$ cat config.mk
export PLATFORM = sky130hd
export DESIGN_NAME = handshake_rr_arbiter
export DESIGN_NICKNAME = d
export VERILOG_FILES = /design/src/rtl/handshake_rr_arbiter_pkg.sv /design/src/rtl/handshake_rr_pick.sv /design/src/rtl/handshake_rr_arbiter.sv
export SDC_FILE = /design/constraint.sdc
export NUM_CORES = 1
export LEC_CHECK = 0
export ABC_AREA = 1
export BUFFER_PORTS_ARGS = -buffer_cell sky130_fd_sc_hd__buf_2
export CORE_UTILIZATION = 25
export CTS_CLUSTER_DIAMETER = 40
export DETAILED_ROUTE_END_ITERATION = 16
export PLACE_DENSITY = 0.6
export SYNTH_ARGS = -nofsm -noshare
export SYNTH_HDL_FRONTEND = slang
export SYNTH_SLANG_ARGS = --single-unit
$ cat constraint.sdc
create_clock -name clk_i -period 4 [get_ports clk_i]
set_input_delay 0 -clock clk_i [delete_from_list [all_inputs] [get_ports clk_i]]
set_output_delay 0 -clock clk_i [all_outputs]
set_load 0.01 [all_outputs]
$ cat src/rtl/handshake_rr_arbiter_pkg.sv
// Shared types and helpers for the handshake round-robin arbiter.
package handshake_rr_arbiter_pkg;

  typedef enum logic {IDLE, BUSY} state_e;

  // Index width, kept at least one bit so a single requester still has a port.
  function automatic int idx_w(input int n);
    return (n > 1) ? $clog2(n) : 1;
  endfunction

endpackage

$ cat src/rtl/handshake_rr_pick.sv
// Combinational rotating-priority search: first set valid bit at or above ptr,
// wrapping modulo NumReq.
module handshake_rr_pick import handshake_rr_arbiter_pkg::*; #(
  parameter int NumReq = 4,
  parameter int IdxW   = idx_w(NumReq)
) (
  input  logic [NumReq-1:0] valid,
  input  logic [IdxW-1:0]   ptr,
  output logic [IdxW-1:0]   pick,
  output logic              any
);

  localparam logic [IdxW:0] NumReqW = (IdxW+1)'(NumReq);

  logic [NumReq-1:0] rot;
  logic [IdxW-1:0]   off;
  logic [IdxW:0]     sum;

  // Rotate so bit 0 is the requester under the pointer.
  assign rot = NumReq'({valid, valid} >> ptr);

  always_comb begin
    off = '0;
    any = 1'b0;
    for (int k = NumReq-1; k >= 0; k--) begin
      if (rot[k]) begin
        off = IdxW'(k);
        any = 1'b1;
      end
    end
  end

  assign sum  = {1'b0, ptr} + {1'b0, off};
  assign pick = (sum >= NumReqW) ? IdxW'(sum - NumReqW) : IdxW'(sum);

endmodule

$ cat src/rtl/handshake_rr_arbiter.sv
// Round-robin arbiter feeding one registered valid/ready channel.
// Optional watchdog: define HANDSHAKE_RR_ARBITER_TIMEOUT_EN.
module handshake_rr_arbiter import handshake_rr_arbiter_pkg::*; #(
  parameter int NumReq        = 4,
  parameter int DataWidth     = 32,
  parameter int TimeoutCycles = 1024,
  localparam int IdxW         = idx_w(NumReq)
) (
  input  logic                        clk_i,
  input  logic                        rst_i,
  input  logic [NumReq-1:0]           req_valid_i,
  output logic [NumReq-1:0]           req_ready_o,
  input  logic [NumReq*DataWidth-1:0] req_data_i,
  output logic                        dst_valid_o,
  input  logic                        dst_ready_i,
  output logic [DataWidth-1:0]        dst_data_o,
  output logic [IdxW-1:0]             dst_idx_o,
  output logic                        timeout_o
);

  localparam logic [IdxW-1:0] LastIdx = IdxW'(NumReq-1);

  state_e               state;
  logic [IdxW-1:0]      ptr;
  logic [IdxW-1:0]      pick;
  logic                 any;
  logic                 load;
  logic                 grant;
  logic [DataWidth-1:0] data_arr [NumReq];

  for (genvar i = 0; i < NumReq; i++) begin : g_unpack
    assign data_arr[i] = req_data_i[i*DataWidth +: DataWidth];
  end

  handshake_rr_pick #(.NumReq(NumReq), .IdxW(IdxW)) u_pick (
    .valid (req_valid_i),
    .ptr   (ptr),
    .pick  (pick),
    .any   (any)
  );

  // The output register may take a new beat when empty or draining this cycle.
  assign load  = (state == IDLE) || dst_ready_i;
  assign grant = load && any && !rst_i;

  always_comb begin
    req_ready_o = '0;
    if (grant) req_ready_o[pick] = 1'b1;
  end

  always_ff @(posedge clk_i) begin
    if (rst_i) begin
      state      <= IDLE;
      ptr        <= '0;
      dst_data_o <= '0;
      dst_idx_o  <= '0;
    end else if (load) begin
      if (any) begin
        state      <= BUSY;
        dst_data_o <= data_arr[pick];
        dst_idx_o  <= pick;
        ptr        <= (pick == LastIdx) ? '0 : pick + 1'b1;
      end else begin
        state <= IDLE;
      end
    end
  end

  assign dst_valid_o = (state == BUSY);

`ifdef HANDSHAKE_RR_ARBITER_TIMEOUT_EN
  localparam int CntW = $clog2(TimeoutCycles + 1);
  localparam logic [CntW-1:0] CntLast = CntW'(TimeoutCycles - 1);

  logic [CntW-1:0] stall_cnt;
  logic            timeout_q;

  // Count stalled cycles; the flag is sticky, so the count freezes once it fires.
  always_ff @(posedge clk_i) begin
    if (rst_i) begin
      stall_cnt <= '0;
      timeout_q <= 1'b0;
    end else if (dst_valid_o && dst_ready_i) begin
      stall_cnt <= '0;
    end else if (dst_valid_o && !timeout_q) begin
      stall_cnt <= stall_cnt + 1'b1;
      if (stall_cnt == CntLast) timeout_q <= 1'b1;
    end
  end

  assign timeout_o = timeout_q;
`else
  logic unused_timeout_cfg;
  assign unused_timeout_cfg = (TimeoutCycles > 0);
  assign timeout_o          = 1'b0;
`endif

endmodule

-- Yosys cells after proc, flatten, opt, wreduce, memory -nomap -nowiden
Cells that the tools add are included.
- word-level logic and storage cells: 38
- register bits: 37
- output and inout port bits: 40
- input bits: 135
- equal/unequal tests: 1
- bitwise logic cells: 2
- shift operators: 1
- multiplexer cells: 17
- add/sub/neg operators: 3
- reduce and logical (&&, ||, !) cells: 6
- $lt $le $gt $ge: 4
- operators with widths (operator ; count):
    32-bit binary-select mux with 2-bit select ; 1
    32-bit two-way mux ; 2
    2-bit two-way mux ; 6
    8-bit by 2-bit right shift with 4-bit output ; 1
    3-bit greater-or-equal comparator, second input constant ; 2
    1-bit two-way mux ; 6
    4-bit two-way mux ; 1
    2-bit by 2-bit adder with 3-bit output ; 1
    1-bit logical AND ; 3
    2-bit by 3-bit less-than comparator with 1-bit output, second input constant ; 1
    2-bit NOT with 3-bit output ; 1
    2-bit by 1-bit adder with 2-bit output, second input constant ; 1
    1-bit demux with 2-bit select ; 1
    2-bit equality test, second input constant ; 1
    2-bit by 1-bit greater-or-equal comparator with 1-bit output, second input constant ; 1
    2-bit AND reduction ; 1
    2-bit by 1-bit subtractor with 2-bit output, second input constant ; 1
    1-bit zero test ; 1
    1-bit logical OR ; 1
    1-bit NOT ; 1

-- Depth between registers and ports, before layout
Gate-level depths: netlist of run 1.
- word-level depth: 13
- mapped depth: 15
- depth with buffers taken out: 15

-- Modules after synthesis
Synthesis of run 1 repeated with hierarchy kept, for this count alone.
- cells, all modules: 498
- area total of the unflattened synthesis: 2857.7 um^2
- by module, submodules not included (module ; seq. area each (um^2) ; times used ; area each (um^2) ; cells an instance):
    handshake_rr_arbiter ; 740.7 ; 1 ; 2692.6 ; 463
    handshake_rr_pick ; 0.0 ; 1 ; 165.2 ; 35

-- Worst setup path before layout of run 1
OpenSTA, ideal clock, no wires.
- path type: register to register
- start: register ptr[0]
- end: register dst_data_o[16]
- period minus slack after synthesis: 2237 ps
- slack: 1763 ps
- library setup time: 74 ps
- path buffers: 2
- data required time: 3926 ps
- arrival time: 2163 ps
- cell stages (with the launch flop): 15
- cell sequence: dfxtp_1 inv_2 nand2_1 nand3_1 nand2_2 nand3_1 a21boi_0 ha_1 inv_1 buf_2 buf_1 nand2_1 nand2_1 nand3_1 a31oi_1
- word-level cells in the longest chain between the ends: 12
- elaborated cells between the ends (all ways): 18
- those cells by class: add/sub (2); order compare (1); shift (1); mux (12); bitwise (1); reduce/logical (1)
- ends and longest elaborated chain (element ; RTL line ; source):
    start: declaration ; handshake_rr_arbiter.sv:24 ; logic [IdxW-1:0] ptr;
    start signal: assignment ; handshake_rr_arbiter.sv:62 ; ptr <= (pick == LastIdx) ? '0 : pick + 1'b1;
    8-bit by 2-bit right shift with 4-bit output ; handshake_rr_pick.sv:20 ; assign rot = NumReq'({valid, valid} >> ptr);
    2-bit two-way mux (4 in series) ; handshake_rr_pick.sv:26 ; if (rot[k]) begin
    2-bit by 2-bit adder with 3-bit output ; handshake_rr_pick.sv:33 ; assign sum = {1'b0, ptr} + {1'b0, off};
    3-bit greater-or-equal comparator or 2-bit by 1-bit subtractor with 2-bit output (tied branches) ; handshake_rr_pick.sv:34 ; assign pick = (sum >= NumReqW) ? IdxW'(sum - NumReqW) : IdxW'(sum);
    2-bit two-way mux ; handshake_rr_pick.sv:34 ;
    2-bit NOT with 3-bit output (not written as such) ; handshake_rr_arbiter.sv:60 ; dst_data_o <= data_arr[pick];
    32-bit binary-select mux with 2-bit select ; handshake_rr_arbiter.sv:60 ;
    32-bit two-way mux (not written as such) (2 in series) ; handshake_rr_arbiter.sv:60 ;
    end signal: assignment ; handshake_rr_arbiter.sv:60 ;
    end: declaration ; handshake_rr_arbiter.sv:16 ; output logic [DataWidth-1:0] dst_data_o,
Parallel ways exist; a longest one is shown, timed or not. The select of a mux whose other input is x is not followed.
A chain may end at the register's enable or synchronous reset.

-- Worst setup path after layout of run 1
- start: register ptr[0]
- end: output req_ready_o[3]
- word-level cells in the longest chain between the ends: 13
- elaborated cells between the ends (all ways): 21
- those cells by class: add/sub (2); order compare (3); shift (1); mux (12); reduce/logical (3)
- ends and longest elaborated chain (element ; RTL line ; source):
    8-bit by 2-bit right shift with 4-bit output ; handshake_rr_pick.sv:20 ;
    2-bit two-way mux (4 in series) ; handshake_rr_pick.sv:26 ;
    2-bit by 2-bit adder with 3-bit output ; handshake_rr_pick.sv:33 ;
    3-bit greater-or-equal comparator or 2-bit by 1-bit subtractor with 2-bit output (tied branches) ; handshake_rr_pick.sv:34 ;
    2-bit two-way mux ; handshake_rr_pick.sv:34 ;
    2-bit by 3-bit less-than comparator with 1-bit output (not written as such) or 2-bit by 1-bit greater-or-equal comparator with 1-bit output (tied branches) ; handshake_rr_arbiter.sv:48 ; if (grant) req_ready_o[pick] = 1'b1;
    1-bit logical AND (not written as such) ; handshake_rr_arbiter.sv:48 ;
    1-bit two-way mux (not written as such) ; handshake_rr_arbiter.sv:48 ;
    1-bit demux with 2-bit select ; handshake_rr_arbiter.sv:48 ;
    4-bit two-way mux (*) ; handshake_rr_arbiter.sv:48 ;
    end: declaration ; handshake_rr_arbiter.sv:12 ; output logic [NumReq-1:0] req_ready_o,
Mark *: on every way between the ends. The rest lies on a longest branch, timed or not.

==> out/results.txt, run 1 <==
Most common cell after layout, fill and taps aside -> nand2_1
First-pass GRT wire length -> 14.4 mm
Total internal power -> 1.49 mW
Yosys cell types -> 27
Core ar. -> 10300 um^2
Max-slew violation total from the final report -> 0
Pleak -> 2.06 nW
TritonCTS clock tree -> done
Buffers on Ports -> 173
Final Cycle Share -> 79.1%
CP max stage delay -> 0.46 ns
Boundary Pins -> 175
Root buffer cell -> clkbuf_8
Die height -> 105 um
End of the worst register-to-register path -> ptr[1]
Clock-pin slew on the worst setup and hold paths -> 0.08 ns
Nets@finish -> 745
Vias -> 3383
Syn Inst Count -> 458
Worst slew margin -> 37.3%
Sw Ratio -> 56.4%
Placed Instances -> 735
Worst hold slack -> 0.0659 ns
Final HPWL DP -> 6.26 mm
Non-Filler Instances -> 744
Total Power -> 3.42 mW
Setup WS pre-CTS -> 1.08 ns
Logic gate share of total power -> 74.6%
Flop pwr share -> 17.5%
Final setup TNS -> 0 ns
Maximum vdd drop -> 0.484 mV
Multi-input gate area -> 1710 um^2
Tmin final -> 3.16 ns
PD cells -> 935 nW/um^2
CP max FO -> 37
Clock power share -> 7.9%
Synth async-reset ratio -> 0%
Iter 0 DRT Violations -> 154
Post-CTS sizing -> 0
Fin. Hold Viols -> 0
Worst hold path class -> in2reg
MaxCap Viol Count -> 0
Status -> finished, final reports clean
Initial antenna violation count -> 0
Cells on Worst Hold Path -> 5
Area added between synthesis and finish -> 36.8%
Fill cells -> 1158
Layout cells sized above 1 -> 32.9%
Post-Syn Area -> 2670 um^2
Clock Tree Buf Depth -> 2
Die width -> 105 um
CP bufs+invs -> 4
Fmax -> 0.316 GHz
Sequence of cells on the critical path -> inv_2, nand2_1, nand3_1, nand2_2, nand3_1, a21boi_0, ha_2, xor2_1, inv_1, nand3_4, nand2_8, inv_1, nor3_1, buf_2
Post-route setup slack -> 0.837 ns
Critical path arrival -> 3.16 ns
R2r setup slk -> 1.08 ns
Design area -> 3650 um^2
Net Count, Synth -> 595
Vias in the first global route -> 3279
Mean Syn Cell Area -> 5.83 um^2
Antenna Nets Post-Route -> 0
CP startpoint kind -> flop
Fin util -> 35.4%
Ant. Diodes -> 0
Via density -> 4.55
DR pass1 iterations -> 4
WL per Instance -> 11.5 um
Hold endpoint -> dst_data_o[27]
Net Sw Power -> 1.93 mW
Site Rows -> 37
RSZ-0062 raised after global routing -> false
Endpoint kind of the worst setup timing path -> primary output
#FFs+latches synth -> 37
Initial core utilization -> 25.9%
Req. time, crit path -> 4.00 ns
Cell Area, Placed -> 3550 um^2
WS Path Type -> reg2out
CP delay by family, top -> simple AND/OR/NAND/NOR gates
Sequential Area -> 741 um^2
Routability Congestion -> 0.755
Worst Skew -> 0.00799 ns
R2R Path Start -> ptr[0]
Die area -> 11100 um^2
CTS Buf Count -> 5
Post-Route WL -> 8.58 mm
Post-synth top flop -> dfxtp_1
Largest net degree at the start of global routing -> 67
Clock Sinks -> 37
Number of flops mapped to enable cells by yosys -> 0
Synth warn -> 0
Sequential cell area fraction in the yosys report -> 27.7%
Grt ovf -> 0
Tightest Pin Transition -> 0.940 ns
Hold Crit Start -> req_data_i[91]
Most frequent cells in the layout -> nand2_1 (241), buf_2 (173), nand3_1 (41), dfxtp_1 (37), o21ai_0 (33)
Worst-Skew Late Latency -> 0.28 ns
Final setup violation count -> 0
FF-to-FF path depth -> 15
DRC viols -> 0
CTS H-tree lvls -> 2
GR Util All Layers -> 15.6%
Slowest CP cell -> dfxtp_1
[logic make-up (layout without fill, tap and decap cells)]
logic type | after synthesis | in the layout | share of synthesized area, %
XOR/XNOR | 1 | 1 | 0.328
AO/OA/AOI/OAI | 70 | 70 | 14.7
AND/OR/NAND/NOR | 302 | 302 | 47.8
buffers and inverters | 45 | 195 | 8.38
flip-flops | 37 | 37 | 27.7
other | 1 | 1 | 0.140
adder cells (fa/ha/maj) | 2 | 2 | 0.937
[power groups by stage]
stage | Sequential, mW | Clock, mW | Combinational, mW
final | 0.597 | 0.270 | 2.55
after global routing | 0.616 | 0.292 | 2.95
after CTS | 0.597 | 0.283 | 2.59
after detailed placement | 0.603 | 0 | 2.58
after global placement | 0.599 | 0 | 2.54
after floorplan | 0.655 | 0 | 1.97
[cells in the mapped netlist (2+ instances only)]
cell type  count  area share [%]
nor3_1         3            0.56
ha_1           2            0.94
clkbuf_1       9             1.3
buf_6          2            0.84
inv_1          8             1.1
a31oi_1       32             7.5
nand2_1      241              34
buf_4          8             2.2
a21oi_1        4            0.75
nand2_2        6             1.4
buf_1          9             1.3
clkbuf_2       2            0.37
nor3_2         2            0.75
nor2_1         3            0.42
nand2_4        2            0.84
buf_2          5            0.94
nor2_4         2            0.84
nand3_1       41             7.7
dfxtp_1       37              28
o21ai_0       33             6.2
[layer usage]
layer | track usage [%] | share of wire [%]
met1 | 18.2 | 45
met2 | 29.5 | 49
met3 | 2.78 | 5.9
met4 | 3.42 | 0.44
met5 | 0 | 0
[worst reg2reg max path, stage by stage (launching register included)]
cell,delay [ns]
dfxtp_1,0.46
inv_2,0.11
nand2_1,0.10
nand3_1,0.09
nand2_2,0.10
nand3_1,0.07
a21boi_0,0.27
ha_2,0.25
xor2_1,0.28
inv_1,0.12
nand3_4,0.38
nand2_8,0.28
nand2_1,0.15
nand2_1,0.05
nor2_1,0.08
nor2_1,0.04
[how the worst max path moves through the flow]
stage | from | end | depth (start not counted)
6_report | ptr[0] | req_ready_o[3] | 14
5_1_grt | ptr[0] | req_ready_o[3] | 14
4_1_cts | ptr[0] | req_ready_o[0] | 13
3_5_place_dp | ptr[0] | ptr[1] | 15
3_3_place_gp | ptr[0] | ptr[1] | 15
2_1_floorplan | ptr[0] | dst_data_o[16] | 14
[sequential cells by signal (all words and copies together), names as in the netlist]
name / count
dst_data_o: 32
dst_idx_o: 2
dst_valid_o: 1
ptr: 2
[cell type report]
class	instances	area share, %
clock buffer	7	2.36
inverter	10	1.06
multi-input combinational	376	46.8
sequential	37	20.3
tap	136	4.66
timing repair buffer	178	24.9
[what timing repair did]
action,CTS,global route
hold endpoints to repair,3,0
hold buffers,2,0
setup buffers,0,0
No activity file was read; power rests on OpenSTA's default activity.
==> inputs of run 2 (changes only) <==
--- a/config.mk
+++ b/config.mk
@@ -5,7 +5,7 @@
 export SDC_FILE = /design/constraint.sdc
 export NUM_CORES = 1
 export LEC_CHECK = 0
-export ABC_AREA = 1
+export ABC_AREA = 0
 export BUFFER_PORTS_ARGS = -buffer_cell sky130_fd_sc_hd__buf_2
 export CORE_UTILIZATION = 25
 export CTS_CLUSTER_DIAMETER = 40
==> constraint.sdc (replaced) <==
create_clock -name clk_i -period 3.1 [get_ports clk_i]
set_input_delay 0 -clock clk_i [delete_from_list [all_inputs] [get_ports clk_i]]
set_output_delay 0 -clock clk_i [all_outputs]
set_load 0.01 [all_outputs]
==> run 2 against run 1 <==
Clock skew shrank 0.0058 ns. Flip-flop and latch count is the same. Core utilization grew 0.19 points. Final area grew 6.0%. Synthesized cell count shrank 26%. Area after synthesis grew 4.6%. Final cell count shrank 15%. Clock-buffer cell count is the same. Non-clock buffer count is the same. Wire length shrank 10%. Register-to-register slack lost 0.57 ns. Largest cell class unchanged.
==> out/results.txt, run 2 <==
GR Util All Layers -> 13.3% (was 15.6%)
Most frequent cell after synthesis -> nand2_1 (unchanged)
CTS H-tree lvls -> 2 (unchanged)
First-pass GRT wire length -> 12.5 mm (was 14.4 mm)
Post-CTS Setup Bufs -> 0 (unchanged)
Fill cells -> 1126 (was 1158)
Sequence of cells on the critical path -> nor3_1, a311oi_1, o21ai_0, ha_2, xnor2_1, xor2_4, buf_4, nor4_1, buf_2 (was inv_2, nand2_1, nand3_1, nand2_2, nand3_1, a21boi_0, ha_2, xor2_1, inv_1, nand3_4, nand2_8, inv_1, nor3_1, buf_2)
Most flops, register -> dst_data_o (unchanged)
R2r setup slk -> 0.51 ns (was 1.08 ns)
R2R Path Start -> ptr[0] (unchanged)
Worst slew margin -> 35.2% (was 37.3%)
RSZ-0062 raised after global routing -> false (unchanged)
Total Power -> 3.23 mW (was 3.42 mW)
Grt ovf -> 0 (unchanged)
Worst Skew -> 0.00222 ns (was 0.00799 ns)
Sequential Area -> 742 um^2 (was 741 um^2)
Die area -> 11600 um^2 (was 11100 um^2)
Synth warn -> 0 (unchanged)
Status -> finished, final reports clean (unchanged)
Core ar. -> 10900 um^2 (was 10300 um^2)
Post-synth top flop -> dfxtp_1 (unchanged)
Antenna Nets Post-Route -> 0 (unchanged)
Routability Congestion -> 0.785 (was 0.755)
Syn Inst Count -> 337 (was 458)
Die width -> 108 um (was 105 um)
Most common cell after layout, fill and taps aside -> buf_2 (was nand2_1)
Buffers on Ports -> 173 (unchanged)
MaxCap Viol Count -> 0 (unchanged)
Cts hold-fix bufs -> 0 (was 2)
DR pass1 iterations -> 4 (unchanged)
Yosys top cell by area -> mux2_2 (was nand2_1)
Via density -> 4.54 (was 4.55)
Multi-input gate area -> 1940 um^2 (was 1710 um^2)
Initial core utilization -> 25.7% (was 25.9%)
Mean Syn Cell Area -> 8.29 um^2 (was 5.83 um^2)
Nets@finish -> 630 (was 745)
Final setup violation count -> 0 (unchanged)
Synth area leaders -> mux2_2 (32%), dfxtp_1 (26%), nand2_1 (13%) (was nand2_1 (34%), dfxtp_1 (28%), nand3_1 (7.7%))
TritonCTS clock tree -> done (unchanged)
Net Count, Synth -> 474 (was 595)
GRT busiest layer -> met2 (unchanged)
Post-route setup slack -> 0.494 ns (was 0.837 ns)
Largest net degree at the start of global routing -> 71 (was 67)
Vias -> 2875 (was 3383)
Placed Instances -> 626 (was 735)
Fin. Hold Viols -> 0 (unchanged)
Maximum vdd drop -> 0.510 mV (was 0.484 mV)
CTS Buf Count -> 5 (unchanged)
Clock Tree Buf Depth -> 2 (unchanged)
Number of flops mapped to enable cells by yosys -> 0 (unchanged)
FF-to-FF path depth -> 9 (was 15)
Worst-Skew Late Latency -> 0.28 ns (about the same)
Post-Route WL -> 7.71 mm (was 8.58 mm)
Design area -> 3870 um^2 (was 3650 um^2)
Final Cycle Share -> 84.1%
Hold Crit Start -> dst_ready_i (was req_data_i[91])
Post-synth top area share -> 32.2% (was 33.9%)
WL per Instance -> 12.2 um (was 11.5 um)
Met1 Usage GRT -> 15.4% (was 18.2%)
Req. time, crit path -> 3.10 ns (was 4.00 ns)
CP max stage delay -> 0.47 ns (was 0.46 ns)
Hold endpoint -> dst_valid_o (was dst_data_o[27])
WS Path Type -> reg2out (unchanged)
Worst hold slack -> 0.141 ns (was 0.0659 ns)
Synth async-reset ratio -> 0% (unchanged)
Max-slew violation total from the final report -> 0 (unchanged)
Setup WS pre-CTS -> 0.375 ns (was 1.08 ns)
PD cells -> 835 nW/um^2 (was 935 nW/um^2)
Ant. Diodes -> 0 (unchanged)
CP delay by family, top -> XOR/XNOR gates (was simple AND/OR/NAND/NOR gates)
Tightest Pin Transition -> 0.969 ns (was 0.940 ns)
End of the worst register-to-register path -> dst_data_o[9] (was ptr[1])
Layout cells sized above 1 -> 55.0% (was 32.9%)
Clock Sinks -> 37 (unchanged)
Yosys cell types -> 31 (was 27)
Clock-pin slew on the worst setup and hold paths -> 0.07 ns (was 0.08 ns)
Initial antenna violation count -> 1 (was 0)
Biggest regs -> dst_data_o: 32 flops, dst_idx_o: 2 flops, ptr: 2 flops (unchanged)
Cells on Worst Hold Path -> 3 (was 5)
Pleak -> 1.84 nW (was 2.06 nW)
CP startpoint kind -> flop (unchanged)
Root buffer cell -> clkbuf_8 (unchanged)
Post-Syn Area -> 2800 um^2 (was 2670 um^2)
Worst hold path class -> in2reg (unchanged)
Max reg flops -> 32 (unchanged)
Boundary Pins -> 175 (unchanged)
Fmax -> 0.384 GHz
CP max FO -> 18 (was 37)
Area added between synthesis and finish -> 38.6% (was 36.8%)
Most common library cells after synthesis -> nand2_1 (98), mux2_2 (80), dfxtp_1 (37) (was nand2_1 (241), nand3_1 (41), dfxtp_1 (37))
Final HPWL DP -> 5.70 mm (was 6.26 mm)
Slowest CP cell -> dfxtp_2 (was dfxtp_1)
Iter 0 DRT Violations -> 65 (was 154)
#FFs+latches synth -> 37 (unchanged)
Sequential cell area fraction in the yosys report -> 26.5% (was 27.7%)
Fin util -> 35.6% (was 35.4%)
Vias in the first global route -> 2732 (was 3279)
Tmin final -> 2.61 ns
Final setup TNS -> 0 ns (unchanged)
GR Util met3 -> 2.60% (was 2.78%)
Site Rows -> 38 (was 37)
Non-Filler Instances -> 633 (was 744)
CP bufs+invs -> 2 (was 4)
Most frequent cells in the layout -> buf_2 (173), nand2_1 (98), mux2_2 (80), dfxtp_1 (36), a21oi_1 (34) (was nand2_1 (241), buf_2 (173), nand3_1 (41), dfxtp_1 (37), o21ai_0 (33))
DRC viols -> 0 (unchanged)
Cell Area, Placed -> 3790 um^2 (was 3550 um^2)
Die height -> 108 um (was 105 um)
Endpoint kind of the worst setup timing path -> primary output (unchanged)
Critical path arrival -> 2.61 ns (was 3.16 ns)
Met2 GRT Util -> 24.8% (was 29.5%)
-- run 2: cell count changes in the layout (fill, tap and decap cells not counted), sizes merged, moves of 30 or more --
cell | previous run | this run
nand2 | 250 | 98
mux2 | 0 | 96
nand3 | 42 | 2
o21ai | 33 | 1
a31oi | 32 | 1
a21oi | 4 | 34
-- run 2: kinds of logic (layout without fill, tap and decap cells) --
family	after synthesis	in the layout	synth area share, %
AND/OR/NAND/NOR	120	120	16.9
multiplexers	96	96	38.7
AO/OA/AOI/OAI	46	46	10.4
flip-flops	37	37	26.5
buffers and inverters	32	188	5.28
XOR/XNOR	3	3	1.21
adder cells (fa/ha/maj)	2	2	0.895
other	1	1	0.134
-- run 2: worst max path at each step --
stage,endpoint,depth (start not counted),slack (ns),from
after floorplan,dst_data_o[31],11,0.53,ptr[0]
after global placement,dst_data_o[15],9,0.43,ptr[0]
after detailed placement,dst_data_o[10],9,0.37,ptr[0]
after CTS,req_ready_o[0],9,0.33,ptr[0]
after global routing,req_ready_o[0],9,0.14,ptr[0]
final,req_ready_o[0],9,0.49,ptr[0]
-- run 2: final cells by class --
| class | instances | area share (%) |
|---|---|---|
| Timing Repair Buffer | 178 | 23.6 |
| Sequential cell | 37 | 19.2 |
| Inverter | 3 | 0.291 |
| Multi-Input combinational cell | 268 | 50.2 |
| Clock buffer | 7 | 2.23 |
| Tap cell | 140 | 4.52 |
-- run 2: tightest hold or removal path: stages --
cell and delay [ns]:
buf_2 0.07, nand2b_1 0.19, a31oi_1 0.11
-- run 2: timing repair --
action,in CTS,in global routing
endpoints found under the hold margin,0,0
resized for setup,0,1
setup endpoints to repair,0,1
-- run 2: power breakdown --
group          leakage, nW  switching, mW  internal [mW]  total [mW]
Sequential           0.307          0.110          0.666       0.776
Combinational         1.49          0.961           1.15        2.11
Clock               0.0443          0.170          0.177       0.347
Total                 1.84           1.24           1.99        3.23
-- run 2: routing by layer --
metal  part of all wire, %  wire length [um]
met1                    43              3290
met2                    52              4000
met3                   4.5               349
met4                  0.73                56
met5                  0.17                13
==> inputs of run 3 (changes only) <==
==> constraint.sdc (replaced) <==
create_clock -name clk_i -period 2.5 [get_ports clk_i]
set_input_delay 0 -clock clk_i [delete_from_list [all_inputs] [get_ports clk_i]]
set_output_delay 0 -clock clk_i [all_outputs]
set_load 0.01 [all_outputs]
==> run 3 against run 2 <==
First-iteration DRC count fell by 3.1%. Clock skew rose by 0.0080 ns. Via count rose by 1.6%. Clock-buffer cell count fell by 2. Flip-flop and latch count did not move. Worst hold slack got worse by 0.012 ns. Combinational power rose by 33%. Global-route usage rose by 0.23 points. Register-to-register slack got worse by 0.31 ns. Clock power rose by 12%. Wire length rose by 1.7%. Highest routed layer is now met4.
==> out/results.txt, run 3 (synthesized netlist as in run 2, its figures left out) <==
Clock Sinks -> 37 (unchanged)
CTS Buf Count -> 5 (unchanged)
Max reg flops -> 32 (unchanged)
Core ar. -> 10900 um^2 (unchanged)
Die height -> 108 um (unchanged)
Final setup violation count -> 0 (unchanged)
WL per Instance -> 12.3 um (was 12.2 um)
Cts hold-fix bufs -> 0 (unchanged)
Worst slew margin -> 23.9% (was 35.2%)
Most frequent cells in the layout -> buf_2 (173), nand2_1 (98), mux2_2 (80), dfxtp_1 (35), a21oi_1 (34) (was buf_2 (173), nand2_1 (98), mux2_2 (80), dfxtp_1 (36), a21oi_1 (34))
Clock-pin slew on the worst setup and hold paths -> 0.08 ns (was 0.07 ns)
Vias in the first global route -> 2752 (was 2732)
Fill cells -> 1127 (was 1126)
Pleak -> 1.89 nW (was 1.84 nW)
Max-slew violation total from the final report -> 0 (unchanged)
Post-Route WL -> 7.85 mm (was 7.71 mm)
Tightest Pin Transition -> 1.14 ns (was 0.969 ns)
Final Cycle Share -> 93.0%
Site Rows -> 38 (unchanged)
Most common cell after layout, fill and taps aside -> buf_2 (unchanged)
Buffers on Ports -> 173 (unchanged)
Req. time, crit path -> 2.50 ns (was 3.10 ns)
Ant. Diodes -> 0 (unchanged)
Fmax -> 0.430 GHz
Largest net degree at the start of global routing -> 71 (unchanged)
RSZ-0062 raised after global routing -> false (unchanged)
Layout cells sized above 1 -> 56.2% (was 55.0%)
Status -> finished, final reports clean (unchanged)
CP startpoint kind -> flop (unchanged)
Die width -> 108 um (unchanged)
Worst hold path class -> in2reg (unchanged)
Maximum vdd drop -> 0.490 mV (was 0.510 mV)
Biggest regs -> dst_data_o: 32 flops, dst_idx_o: 2 flops, ptr: 2 flops (unchanged)
Via density -> 4.58 (was 4.54)
CP max FO -> 16 (was 18)
Post-CTS Setup Bufs -> 0 (unchanged)
Fin. Hold Viols -> 0 (unchanged)
Most flops, register -> dst_data_o (unchanged)
MaxCap Viol Count -> 0 (unchanged)
Iter 0 DRT Violations -> 63 (was 65)
Vias -> 2920 (was 2875)
Antenna Nets Post-Route -> 0 (unchanged)
Boundary Pins -> 175 (unchanged)
R2r setup slk -> 0.20 ns (was 0.51 ns)
Grt ovf -> 0 (unchanged)
Critical path arrival -> 2.32 ns (was 2.61 ns)
Die area -> 11600 um^2 (unchanged)
Clock Tree Buf Depth -> 2 (unchanged)
Initial antenna violation count -> 0 (was 1)
Initial core utilization -> 25.7% (unchanged)
Non-Filler Instances -> 638 (was 633)
Worst-Skew Late Latency -> 0.29 ns (was 0.28 ns)
PD cells -> 1040 nW/um^2 (was 835 nW/um^2)
DR pass1 iterations -> 4 (unchanged)
DRC viols -> 0 (unchanged)
Root buffer cell -> clkbuf_8 (unchanged)
WS Path Type -> reg2out (unchanged)
Final HPWL DP -> 5.95 mm (was 5.70 mm)
Routability Congestion -> 0.732 (was 0.785)
TritonCTS clock tree -> done (unchanged)
Area added between synthesis and finish -> 42.5% (was 38.6%)
Final setup TNS -> 0 ns (unchanged)
Tmin final -> 2.32 ns
Placed Instances -> 632 (was 626)
First-pass GRT wire length -> 12.6 mm (was 12.5 mm)
Endpoint kind of the worst setup timing path -> primary output (unchanged)
CTS H-tree lvls -> 2 (unchanged)
GR Util All Layers -> 13.6% (was 13.3%)
Nets@finish -> 636 (was 630)
Worst Skew -> 0.0103 ns (was 0.00222 ns)
[run 3: cell types whose count changed in the layout (fill, tap and decap cells not counted), sizes merged]
| cell | previous run | this run |
|---|---|---|
| buf | 178 | 184 |
| clkinv | 0 | 1 |
| clkbuf | 7 | 5 |
[run 3: timing repair]
| action | 4_1_cts | 5_1_grt |
|---|---|---|
| endpoints found under the setup margin | 0 | 35 |
| endpoints found under the hold margin | 0 | 0 |
| gates resized for setup | 0 | 5 |
[run 3: worst paths after layout]
path	end	from	cells past startpoint
setup / recovery	req_ready_o[0]	ptr[0]	8
hold / removal	dst_valid_o	dst_ready_i	3
setup reg to reg	dst_data_o[11]	ptr[0]	8
hold reg to reg	dst_data_o[22]	dst_data_o[22]	2
[run 3: power breakdown]
part	internal (mW)	switching (mW)	total (mW)	leakage (nW)
clock network	0.184	0.203	0.387	0.0399
registers	0.827	0.131	0.959	0.308
logic	1.58	1.24	2.81	1.55
[run 3: layout make-up]
class                           instances  area (um^2)  area share [%]
Clock inverter                          1         5.00           0.126
Sequential cell                        37          743            18.7
Clock buffer                            5         68.8            1.73
Tap cell                              140          175            4.40
Timing Repair Buffer                  184         1010            25.4
Multi-Input combinational cell        268         1970            49.4
Inverter                                3         11.3           0.283
[run 3: per-layer routing]
layer	global-route usage (%)	wire length [um]
met2	25.5	4070
met3	2.66	457
met1	14.9	3160
met4	4.89	163
met5	0	0
[run 3: metrics by stage]
step / utilization (%) / setup WS, ns / hold slack [ns] / total power [mW] / instance area, um^2
6_report: 36.6 / 0.176 / 0.128 / 4.16 / 3980
4_1_cts: 36.4 / 0.0361 / 0.130 / 4.21 / 3960
3_3_place_gp: 35.7 / 0.172 / 0.417 / 3.74 / 3890
5_1_grt: 36.6 / 0.0428 / 0.160 / 4.52 / 3980
3_5_place_dp: 35.7 / 0.118 / 0.418 / 3.80 / 3890
2_1_floorplan: - / 0.0356 / 0.177 / 2.98 / 2810
[run 3: critical path: stages, from the launching register on]
cell,delay [ns]
dfxtp_2,0.35
o311a_1,0.35
o21ai_1,0.19
ha_2,0.25
xnor2_4,0.10
xor2_4,0.21
buf_12,0.18
nor4_2,0.22
buf_2,0.18
